`src/rtl/sa_output_deskew.sv`:
```
// Drains a skewed systolic-array bottom row: de-skews N columns, requantises to 8-bit pixels, queues them.
// Latency N+1 edges in->out_valid; never stalls upstream: full FIFO without a pop drops the row and sets overflow.
module sa_output_deskew #(
  parameter int N     = 4,
  parameter int ACC_W = 32,
  parameter int SHIFT = 8,
  parameter int DEPTH = 4
) (
  input  logic               clk,
  input  logic               reset_n,
  input  logic               in_valid,
  input  logic [N*ACC_W-1:0] in_south,
  input  logic               out_ready,
  input  logic               clr_ovf,
  output logic               out_valid,
  output logic [N*8-1:0]     out_data,
  output logic               overflow
);

  localparam int AW = (DEPTH > 1) ? $clog2(DEPTH) : 1;
  localparam int CW = AW + 1;
  localparam logic signed [ACC_W:0] RND = (ACC_W+1)'(1) << (SHIFT - 1);

  // Round half up, then clamp into 0..255 (negative results are ReLU'd to 0).
  function automatic logic [7:0] requant(input logic [ACC_W-1:0] acc);
    logic signed [ACC_W:0] sum;
    logic signed [ACC_W:0] r;
    sum = $signed({acc[ACC_W-1], acc}) + RND;
    r   = sum >>> SHIFT;
    if (r[ACC_W])
      requant = 8'h00;
    else if (|r[ACC_W-1:8])
      requant = 8'hFF;
    else
      requant = r[7:0];
  endfunction

  logic [N-1:0]            vld_pipe;
  logic [N-1:0][ACC_W-1:0] aligned;
  logic [N*8-1:0]          rq_dat;
  logic                    q_vld;
  logic [N*8-1:0]          q_dat;

  logic [N*8-1:0] mem [DEPTH];
  logic [AW-1:0]  wr_ptr;
  logic [AW-1:0]  rd_ptr;
  logic [CW-1:0]  count;
  logic           fifo_full;
  logic           push;
  logic           pop;
  logic           drop;

  always_ff @(posedge clk) begin
    if (!reset_n)
      vld_pipe <= '0;
    else
      vld_pipe <= {vld_pipe[N-2:0], in_valid};
  end

  // Column c arrives c edges late, so it needs N-1-c extra stages to line up with column N-1.
  for (genvar c = 0; c < N; c++) begin : g_col
    logic [ACC_W-1:0] skew_dat [N-c];

    always_ff @(posedge clk) begin
      skew_dat[0] <= in_south[c*ACC_W +: ACC_W];
      for (int s = 1; s < N - c; s++)
        skew_dat[s] <= skew_dat[s-1];
    end

    assign aligned[c] = skew_dat[N-1-c];
  end

  always_comb begin
    rq_dat = '0;
    for (int c = 0; c < N; c++)
      rq_dat[c*8 +: 8] = requant(aligned[c]);
  end

  always_ff @(posedge clk) begin
    if (!reset_n)
      q_vld <= 1'b0;
    else
      q_vld <= vld_pipe[N-1];
  end

  always_ff @(posedge clk) begin
    q_dat <= rq_dat;
  end

  assign fifo_full = (count == CW'(DEPTH));
  assign out_valid = (count != '0);
  assign pop       = out_valid & out_ready;
  // A pop in the same edge frees the head slot, so a full FIFO can still take the write.
  assign push      = q_vld & (~fifo_full | pop);
  assign drop      = q_vld & fifo_full & ~pop;
  assign out_data  = out_valid ? mem[rd_ptr] : '0;

  always_ff @(posedge clk) begin
    if (push)
      mem[wr_ptr] <= q_dat;
  end

  always_ff @(posedge clk) begin
    if (!reset_n) begin
      wr_ptr   <= '0;
      rd_ptr   <= '0;
      count    <= '0;
      overflow <= 1'b0;
    end else begin
      if (push)
        wr_ptr <= wr_ptr + AW'(1);
      if (pop)
        rd_ptr <= rd_ptr + AW'(1);
      if (push && !pop)
        count <= count + CW'(1);
      else if (pop && !push)
        count <= count - CW'(1);
      if (drop)
        overflow <= 1'b1;
      else if (clr_ovf)
        overflow <= 1'b0;
    end
  end

endmodule

```
`config.mk`:
```
export PLATFORM = sky130hd
export DESIGN_NAME = sa_output_deskew
export DESIGN_NICKNAME = d
export VERILOG_FILES = /design/src/rtl/sa_output_deskew.sv
export SDC_FILE = /design/constraint.sdc
export NUM_CORES = 1
export LEC_CHECK = 0
export BUFFER_PORTS_ARGS = -buffer_cell sky130_fd_sc_hd__clkbuf_2
export CORE_MARGIN = 1
export CORE_UTILIZATION = 29
export DETAILED_ROUTE_END_ITERATION = 10
export PLACE_DENSITY = 0.46
export SETUP_SLACK_MARGIN = 0.4
export SLEW_MARGIN = 10
export SYNTH_ARGS = -nofsm -noshare
export SYNTH_HDL_FRONTEND = slang
export SYNTH_SLANG_ARGS = --single-unit
```
`constraint.sdc`:
```
create_clock -name clk -period 3.3 [get_ports clk]
set_clock_uncertainty 0.2 [all_clocks]
set_input_delay 0.33 -clock clk [delete_from_list [all_inputs] [get_ports clk]]
set_output_delay 0.33 -clock clk [all_outputs]
set_load 0.1 [all_outputs]
```
==> flow_summary_export.csv, run 1 <==
group,metric,value,unit
sta,worst_slew_pin_slew,915,ps
logic_synthesis,yosys_warnings,0,
detailed_routing,via_per_inst,4.16,
setup_path,worst-path-buf-inv,2,
sta,finalSetupViolations,0,
clock_tree,clkLatencyLatePin,590,ps
global_routing,grt_overflow_total,0,
sta,fmax,360,MHz
die,dieWidth,215,um
logic_synthesis,synth-compound-area-share,4.44,%
setup_path,worstPathMaxFanout,17,
placed_design,port_buffers,138,
detailed_routing,first_iter_violations,275,
logic_synthesis,async_flop_share,0,%
power_and_ir_drop,combPwrFrac,21.4,%
detailed_routing,dr_total_vias,7424,
setup_path,worstPathCellList,"buf_6 -> mux4_2 -> and2_1 -> clkbuf_4",
clock_tree,cts_buffers,45,
setup_path,slowest_stage,"mux4_2",
clock_tree,clkSinkCount,425,
power_and_ir_drop,p_sw_share,32.7,%
logic_synthesis,ys_seq_elements,425,
detailed_routing,routed_wl,24.9,mm
setup_path,regToRegStartpoint,"g_col[1].skew_dat[0][73]",
finish,fin_nets,1299,
logic_synthesis,synth_xor_xnor_area_share,2.99,%
setup_path,end_kind,"output pin",
sta,finalCritPeriodShare,84.3,%
logic_synthesis,ys_seq_area_share,74.2,%
sta,final_hold_viol_count,0,
sta,tns,0,ps
logic_synthesis,synth_edf_count,128,
sta,hold-worst-slack,123,ps
sta,layout_min_cycle_time,2780,ps
setup_path,cp_top_family,"buffers and inverters",
sta,final_critical_path_setup_slack,519,ps
logic_synthesis,syn_area_per_cell,15.2,um2
global_routing,grt_util_all_layers,11.2,%
setup_path,startpoint_type,"flip-flop",
logic_synthesis,synthDistinctLibCells,62,
setup_path,arrival,2250,ps
detailed_routing,ant_nets,0,
hold_path,hold_class,"flip-flop to flip-flop",
logic_synthesis,synthSimpleGateAreaFrac,10.5,%
placed_design,place.gp.congestion,0.758,
global_routing,antenna_found_initial,0,
placed_design,hpwl,16.0,mm
die,coreArea,44500,um2
power_and_ir_drop,power_frac_seq,42.4,%
hold_path,min-delay-start,"g_col[1].skew_dat[0][40]",
power_and_ir_drop,peakVddDrop,0.603,mV
global_routing,first_global_vias,7690,
finish,drive_above_1_share,23.4,%
logic_synthesis,synthFlopType,"dfxtp_1",
setup_path,slowest_delay,520,ps
die,start_util,29.6,%
detailed_routing,wl_per_cell,14.0,um
power_and_ir_drop,p_int,9.10,mW
sta,rsz0062_at_grt,"no",
power_and_ir_drop,power.switching,4.42,mW
clock_tree,cts_max_level,2,
die,ioPinCount,167,
power_and_ir_drop,p_per_area,783,nW/um2
logic_synthesis,syn_nets,1009,
power_and_ir_drop,p_leak,6.55,nW
finish,areaGrowthSynthToFinish,30.9,%
die,dieArea,46300,um2
finish,fillers,4236,
finish,diodes,0,
die,num_rows,77,
logic_synthesis,synth_mux_area_share,6.09,%
detailed_routing,drtPass1Iterations,4,
clock_tree,max-clock-path-buffers,3,
setup_path,cp.required,2770,ps
setup_path,path_class,"flip-flop to output pin",
detailed_routing,drc,0,
logic_synthesis,syn_inst,866,
logic_synthesis,synthAdderAreaFrac,1.01,%
global_routing,grt_pass1_wl,40.8,mm
placed_design,post-place-ws,532,ps
power_and_ir_drop,clkPwrFrac,36.2,%
global_routing,grt_start_max_net_pins,35,
sta,maxSlewViolCount,0,
clock_tree,cts_root_buffer,"clkbuf_16",
run_status,status,"finished clean",
logic_synthesis,synth_top_family_by_area,"simple AND/OR/NAND/NOR gates",
sta,relSlewSlack,38.4,%
clock_tree,clk_pin_slew,60,ps
run,cap_viol_max_count,0,
logic_synthesis,netlist_area,13200,um2
clock_tree,cts_tree,"built",
die,die_y,215,um
metrics by stage:
| stage | cell area, um2 | total power [mW] | instances | util, % |
|---|---|---|---|---|
| 2_1_floorplan | 13200 | 8.05 | 866 | - |
| 3_3_place_gp | 14700 | 8.63 | 1593 | 33.0 |
| 3_5_place_dp | 14700 | 8.64 | 1593 | 33.0 |
| 4_1_cts | 17300 | 13.8 | 1782 | 38.8 |
| 5_1_grt | 17300 | 14.1 | 1783 | 38.8 |
| 6_report | 17300 | 13.5 | 1783 | 38.8 |
synth_stat cells, types with 3 or more instances:
master / n / share of area (%)
mux2i_1: 6 / 0.46
nand4bb_1: 3 / 0.26
nand4_1: 19 / 0.90
and3_1: 11 / 0.52
clkbuf_1: 10 / 0.28
and4_1: 3 / 0.20
o31a_1: 3 / 0.20
nor4b_1: 3 / 0.20
a21boi_0: 3 / 0.17
nor4_1: 3 / 0.14
and2_1: 49 / 2.3
ha_1: 9 / 0.85
mux4_2: 32 / 5.5
a211oi_1: 5 / 0.28
nor3b_1: 7 / 0.40
a31o_2: 4 / 0.27
xor2_1: 16 / 1.1
o21ai_0: 3 / 0.11
nand3_1: 37 / 1.4
dfxtp_1: 297 / 45
nor2_1: 29 / 0.83
xnor2_1: 29 / 1.9
nand2_1: 31 / 0.88
nor2b_1: 5 / 0.24
or3_1: 6 / 0.28
inv_1: 10 / 0.28
nor3_1: 15 / 0.57
buf_1: 4 / 0.11
a31oi_1: 14 / 0.66
a21oi_1: 29 / 1.1
edfxtp_1: 128 / 29
sequential cells by signal, indices dropped and copies added, names as in the netlist, named ones only:
signal / flops
q_dat: 32
q_vld: 1
overflow: 1
g_col.skew_dat: 250
count: 3
rd_ptr: 2
mem: 128
wr_ptr: 2
vld_pipe: 4
routing by layer:
layer | share of wire, % | vias up | GRT usage [%] | routed length (um)
met2 | 48 | 148 | 18.6 | 11900
li1 | - | 3770 | - | -
met5 | 0 | - | 0 | 0
met1 | 44 | 3454 | 13.5 | 11000
met3 | 4.9 | 52 | 2.75 | 1210
met4 | 3.4 | 0 | 5.63 | 855
power by group through the flow:
stage	clock network, mW	logic (mW)	registers, mW
after CTS	5.10	2.94	5.74
final	4.90	2.89	5.73
after global routing	5.29	3.04	5.76
after detailed placement	0	2.79	5.85
after global placement	0	2.78	5.85
after floorplan	0	2.26	5.79
layout make-up:
| class | instances | area [um2] | area share (%) |
|---|---|---|---|
| flip-flops and latches | 425 | 9790 | 56.7 |
| inverters | 10 | 37.5 | 0.217 |
| clock inverters | 19 | 155 | 0.898 |
| multi-input cells | 416 | 3310 | 19.2 |
| well taps | 592 | 741 | 4.29 |
| clock buffers | 63 | 1320 | 7.64 |
| repair buffers | 258 | 1920 | 11.1 |
cell usage in the layout, fill, tap and decap left out, drive strengths merged, types with 15 or more instances in the layout:
| cell | n |
|---|---|
| dfxtp | 297 |
| clkbuf | 184 |
| edfxtp | 128 |
| dlygate4sd3 | 107 |
| and2 | 49 |
| nand3 | 37 |
| mux4 | 32 |
| nand2 | 31 |
| buf | 30 |
| nor2 | 29 |
| xnor2 | 29 |
| a21oi | 29 |
| nand4 | 21 |
| inv | 17 |
| xor2 | 16 |
| a31oi | 15 |
| nor3 | 15 |
cell families (layout without fill, tap and decap cells):
kind of cell / after synthesis / count (layout)
AOI/OAI and AO/OA: 83 / 83
adders and majority gates: 10 / 10
muxes: 40 / 40
buffers and inverters: 25 / 350
xor gates and xnor gates: 45 / 45
DFF: 425 / 425
and+or+nand+nor: 238 / 238
what timing repair did:
action / CTS / global route
hold endpoints to repair: 115 / 0
pin swaps: 0 / 1
endpoints found under the setup margin: 27 / 36
gates resized for setup: 16 / 19
hold buffers: 107 / 0
setup buffers: 0 / 1
worst register-to-register path, delay by kind of cell (launching register included):
family | cells | cell delay [ps]
DFF | 1 | 430
and+or+nand+nor | 4 | 1200
AOI/OAI and AO/OA | 2 | 520
muxes | 1 | 160
worst paths after layout:
| kind | slack [ps] | cells past startpoint | to |
|---|---|---|---|
| worst max-delay path | 520 | 4 | out_data[22] |
| worst min-delay path | 120 | 0 | g_col[1].skew_dat[0][72] |
| worst min register to register | 120 | 0 | g_col[1].skew_dat[0][72] |
| worst max register to register | 650 | 7 | q_dat[8] |
Power figures use the tool's default switching activity.
==> run 2: changes to the inputs <==
--- a/config.mk
+++ b/config.mk
@@ -9,7 +9,7 @@
 export CORE_MARGIN = 1
 export CORE_UTILIZATION = 29
 export DETAILED_ROUTE_END_ITERATION = 10
-export PLACE_DENSITY = 0.46
+export PLACE_DENSITY = 0.47
 export SETUP_SLACK_MARGIN = 0.4
 export SLEW_MARGIN = 10
 export SYNTH_ARGS = -nofsm -noshare
==> constraint.sdc (replaced) <==
create_clock -name clk -period 2.4 [get_ports clk]
set_clock_uncertainty 0.2 [all_clocks]
set_input_delay 0.24 -clock clk [delete_from_list [all_inputs] [get_ports clk]]
set_output_delay 0.24 -clock clk [all_outputs]
set_load 0.1 [all_outputs]
==> run 2 against run 1 <==
Final cell count increased by 4.6%. Wire length grew 2.0%. The run now ends with setup timing left. Flip-flop and latch count did not move. Sequential power is 38% higher. Non-clock buffer count is 82 higher. Utilization grew 4.7 points. Die area unchanged. Critical path depth stayed put. Via count is 5.2% higher. Register-to-register slack worse by 560 ps. Sequential share of layout area fell by 5.7 points. First-iteration DRC count increased by 14%.
==> flow_summary_export.csv, run 2 (same netlist as run 1, synthesis figures left out) <==
group,metric,value,unit
run_status,status,"finished, violations left",
placed_design,hpwl,15.8,mm
detailed_routing,dr_total_vias,7813,
detailed_routing,wl_per_cell,13.6,um
setup_path,rr_worst_depth,9,
setup_path,cp_top_family,"multiplexers",
power_and_ir_drop,power.switching,6.43,mW
setup_path,path_class,"flip-flop to output pin",
sta,finalCritPeriodShare,104,%
sta,maxSlewViolCount,0,
die,ioPinCount,167,
die,dieArea,46300,um2
finish,areaGrowthSynthToFinish,46.9,%
run,cap_viol_max_count,0,
die,num_rows,77,
global_routing,antenna_found_initial,0,
setup_path,arrival,2070,ps
power_and_ir_drop,power_frac_seq,38.1,%
detailed_routing,wl_met2,12.5,mm
die,die_y,215,um
clock_tree,cts_root_buffer,"clkbuf_16",
die,start_util,29.6,%
clock_tree,clkLatencyLatePin,570,ps
setup_path,slowest_stage,"mux4_2",
power_and_ir_drop,p_per_area,1070,nW/um2
clock_tree,clk_pin_slew,60,ps
detailed_routing,drtPass1Iterations,4,
setup_path,startpoint_type,"flip-flop",
detailed_routing,wl_met1,11.1,mm
finish,largest_reg_flops,250,
sta,tns,-2300,ps
finish,final_common_cell,"dfxtp_1",
setup_path,worst-path-buf-inv,2,
hold_path,whs_path_depth,2,
finish,drive_above_1_share,39.9,%
detailed_routing,wl_met3,1.05,mm
setup_path,worstPathCellList,"buf_16 -> mux4_2 -> and2_4 -> buf_12",
sta,relSlewSlack,45.4,%
clock_tree,cts_max_level,2,
global_routing,grt_overflow_total,0,
clock_tree,cts_buffers,45,
detailed_routing,routed_wl,25.4,mm
finish,fin_area,19400,um2
finish,final_util,43.5,%
placed_design,port_buffers,138,
finish,top_regs,"g_col.skew_dat (250), mem (128), q_dat (32)",
sta,hold-worst-slack,95.4,ps
detailed_routing,drc,0,
finish,final_cell_mix,"dfxtp_1, edfxtp_1, dlygate4sd3_1, clkbuf_2, buf_4",
sta,final_critical_path_setup_slack,-107,ps
sta,rsz0062_at_grt,"yes",
setup_path,cp.required,1960,ps
detailed_routing,first_iter_violations,313,
power_and_ir_drop,p_leak,7.34,nW
sta,final_hold_viol_count,0,
finish,top_register,"g_col.skew_dat",
placed_design,dpl-instance-area,15800,um2
power_and_ir_drop,clkPwrFrac,33.4,%
global_routing,grt_util_all_layers,11.2,%
setup_path,slowest_delay,520,ps
global_routing,grt_start_max_net_pins,20,
die,dieWidth,215,um
sta,fmax,399,MHz
clock_tree,clkSinkCount,425,
sta,finalSetupViolations,32,
detailed_routing,routed.top_layer,"met4",
clock_tree,max-clock-path-buffers,3,
finish,diodes,0,
clock_tree,cts_tree,"built",
sta,worst_slew_pin_slew,818,ps
global_routing,grt_pass1_wl,41.0,mm
finish,fin_nets,1381,
hold_path,hold_class,"primary input to flip-flop",
power_and_ir_drop,peakVddDrop,1.30,mV
setup_path,cp.depth,4,
setup_path,worstPathMaxFanout,11,
global_routing,first_global_vias,8006,
power_and_ir_drop,p_int,14.3,mW
placed_design,place.gp.congestion,0.739,
setup_path,end_kind,"output pin",
power_and_ir_drop,p_sw_share,31.0,%
detailed_routing,ant_nets,0,
detailed_routing,via_per_inst,4.19,
sta,layout_min_cycle_time,2510,ps
run_status,violations,"setup timing",
die,coreArea,44500,um2
power_and_ir_drop,combPwrFrac,28.5,%
## run 2: power by group through the flow
stage          sequential (mW)  combinational [mW]  clock, mW
3_3_place_gp              8.03                5.28          0
3_5_place_dp              8.04                5.29          0
2_1_floorplan             7.98                3.47          0
4_1_cts                   7.91                5.83       7.21
6_report                  7.90                5.92       6.94
5_1_grt                   7.94                6.17       7.51
## run 2: cell type report
type	instances	area, um2
sequential	425	9870
fill	4030	25100
multi-input combinational	416	3980
tap	592	741
clock inverter	22	250
inverter	10	37.5
clock buffer	60	1290
timing repair buffer	340	3220
## run 2: per-stage QoR
stage          setup slack [ps]  power [mW]  std cells
4_1_cts                    -165        21.0       1848
5_1_grt                    -187        21.6       1865
3_3_place_gp               20.1        13.3       1639
2_1_floorplan               142        11.4        866
6_report                   -107        20.8       1865
3_5_place_dp              -18.1        13.3       1639
## run 2: routing by layer
| layer | vias up | GRT usage [%] |
|---|---|---|
| met4 | 0 | 5.18 |
| met3 | 52 | 2.75 |
| met5 | - | 0 |
| met2 | 118 | 19.0 |
| li1 | 3922 | - |
| met1 | 3721 | 13.3 |
## run 2: final timing paths
check             slack (ps)                     start                  endpoint
hold / removal           100              in_south[85]  g_col[2].skew_dat[0][21]
hold reg to reg          120  g_col[2].skew_dat[0][18]  g_col[2].skew_dat[0][50]
setup / recovery        -110                 flip-flop              out_data[17]
setup reg to reg          90  g_col[2].skew_dat[0][40]                 q_dat[23]
## run 2: repair_timing
action,CTS,global route
gates resized for setup,105,56
cloned,3,1
hold buffers,106,0
buffers inserted,18,16
pin swaps,44,29
setup endpoints to repair,119,67
endpoints found under the hold margin,115,0
==> run 3: changes to the inputs <==
--- a/config.mk
+++ b/config.mk
@@ -7,9 +7,9 @@
 export LEC_CHECK = 0
 export BUFFER_PORTS_ARGS = -buffer_cell sky130_fd_sc_hd__clkbuf_2
 export CORE_MARGIN = 1
-export CORE_UTILIZATION = 29
+export CORE_UTILIZATION = 51
 export DETAILED_ROUTE_END_ITERATION = 10
-export PLACE_DENSITY = 0.47
+export PLACE_DENSITY = 0.74
 export SETUP_SLACK_MARGIN = 0.4
 export SLEW_MARGIN = 10
 export SYNTH_ARGS = -nofsm -noshare
==> run 3 against run 2 <==
Critical endpoint is now q_dat[4]. Sequential share of layout area up 2.8 points. Die area down 43%. The run still ends with setup timing left. Flip-flop and latch count did not move.
==> flow_summary_export.csv, run 3 (same netlist as run 1, synthesis figures left out) <==
group,metric,value,unit
run_status,status,"finished, violations left",
run_status,violations,"setup timing",
clock_tree,cts_tree,"built",
clock_tree,cts_max_level,2,
power_and_ir_drop,p_total,19.6,mW
finish,final_cell_mix,"dfxtp_1, edfxtp_1, dlygate4sd3_1, clkbuf_2, buf_4",
finish,top_regs,"g_col.skew_dat (250), mem (128), q_dat (32)",
setup_path,path_class,"flip-flop to flip-flop",
die,coreArea,25300,um2
clock_tree,clk_pin_slew,60,ps
finish,fin_area,18400,um2
finish,drive_above_1_share,37.9,%
detailed_routing,first_iter_violations,311,
sta,layout_min_cycle_time,2400,ps
finish,areaGrowthSynthToFinish,39.3,%
die,start_util,52.2,%
sta,final_critical_path_setup_slack,-0.174,ps
setup_path,end_kind,"flip-flop",
power_and_ir_drop,p_per_area,1060,nW/um2
finish,top_register,"g_col.skew_dat",
power_and_ir_drop,p_leak,7.04,nW
setup_path,cp_common_cell,"nand4_1",
detailed_routing,dr_total_vias,7947,
detailed_routing,via_per_inst,5.05,
clock_tree,clkSinkCount,425,
placed_design,post-place-ws,1.34,ps
placed_design,hpwl,13.7,mm
clock_tree,clkLatencyLatePin,510,ps
setup_path,worstPathCellList,"nand4_1 -> buf_4 -> or4_4 -> nor2_4 -> xnor2_1 -> nand4_1 -> a2111oi_4 -> buf_6 -> a21oi_2",
finish,largest_reg_flops,250,
detailed_routing,ant_nets,0,
clock_tree,cts_root_buffer,"clkbuf_16",
detailed_routing,routed_wl,24.2,mm
finish,fillers,1527,
die,num_rows,58,
finish,diodes,0,
placed_design,place.gp.congestion,0.827,
clock_tree,cts_buffers,39,
detailed_routing,drc,0,
global_routing,grt_util_all_layers,18.4,%
setup_path,cp.required,2580,ps
die,die_y,163,um
setup_path,worst-path-buf-inv,2,
sta,finalCritPeriodShare,100,%
finish,final_util,72.7,%
placed_design,dpl-instance-area,15300,um2
sta,maxSlewViolCount,0,
setup_path,slowest_delay,570,ps
setup_path,startpoint_type,"flip-flop",
placed_design,port_buffers,138,
sta,fmax,417,MHz
global_routing,antenna_found_initial,0,
sta,rsz0062_at_grt,"yes",
setup_path,arrival,2580,ps
sta,finalSetupViolations,1,
run,cap_viol_max_count,0,
sta,worst_slew_pin_slew,985,ps
finish,final_common_cell,"dfxtp_1",
setup_path,slowest_stage,"or4_4",
sta,hold-worst-slack,114,ps
global_routing,first_global_vias,8072,
global_routing,grt_start_max_net_pins,35,
sta,relSlewSlack,34.2,%
sta,final_hold_viol_count,0,
finish,fin_nets,1362,
setup_path,worstPathMaxFanout,8,
hold_path,hold_class,"primary input to flip-flop",
power_and_ir_drop,peakVddDrop,1.43,mV
die,dieWidth,163,um
die,dieArea,26500,um2
detailed_routing,drtPass1Iterations,4,
die,ioPinCount,167,
clock_tree,max-clock-path-buffers,3,
detailed_routing,wl_per_cell,15.4,um
global_routing,grt_pass1_wl,38.3,mm
setup_path,cp_top_family,"simple AND/OR/NAND/NOR gates",
global_routing,grt_overflow_total,0,
[run 3: repair_timing]
item	4_1_cts	5_1_grt
cloned	0	1
hold endpoints to repair	115	0
hold buffers	105	0
endpoints found under the setup margin	85	67
resized for setup	87	29
pin swaps	37	64
setup buffers	31	17
[run 3: worst paths after layout]
kind / from / depth (start not counted) / end / slack (ps)
setup / recovery: g_col[0].skew_dat[3][14] / 9 / q_dat[4] / -0.2
setup reg to reg: g_col[0].skew_dat[3][14] / 9 / q_dat[4] / -0.2
hold reg to reg: g_col[0].skew_dat[1][20] / 0 / g_col[0].skew_dat[2][20] / 120
hold / removal: out_ready / 4 / flip-flop / 110
[run 3: power breakdown]
part / internal [mW] / switching [mW] / leakage [nW] / total, mW
registers: 7.70 / 0.199 / 3.66 / 7.90
logic: 2.52 / 3.42 / 2.79 / 5.94
clock network: 3.35 / 2.36 / 0.591 / 5.71
[run 3: final cells by class]
cell class | instances | area [um2] | share of cell area [%]
sequential | 425 | 9860 | 53.7
multi-input combinational | 416 | 3820 | 20.8
timing repair buffer | 327 | 3040 | 16.5
clock buffer | 62 | 1180 | 6.41
tap | 330 | 413 | 2.25
inverter | 10 | 37.5 | 0.204
clock inverter | 4 | 20.0 | 0.109
[run 3: per-layer routing]
metal	wire, um	up-vias	track usage [%]	part of all wire, %
met5	0	-	0	0
met4	665	0	6.63	2.7
met3	1060	58	3.74	4.4
met2	13000	180	33.7	54
met1	9530	3834	21.0	39
li1	-	3875	-	-
[run 3: worst min-delay path, delay by kind of cell]
kind          cells  cell delay (ps)
xor+xnor          1               70
buf+inv           1              150
simple gates      2              320
[run 3: stage by stage]
stage          TNS, ps  cells
4_1_cts           -131   1556
3_3_place_gp         0   1354
5_1_grt          -2170   1574
6_report        -0.174   1574
2_1_floorplan        0    866
3_5_place_dp         0   1354
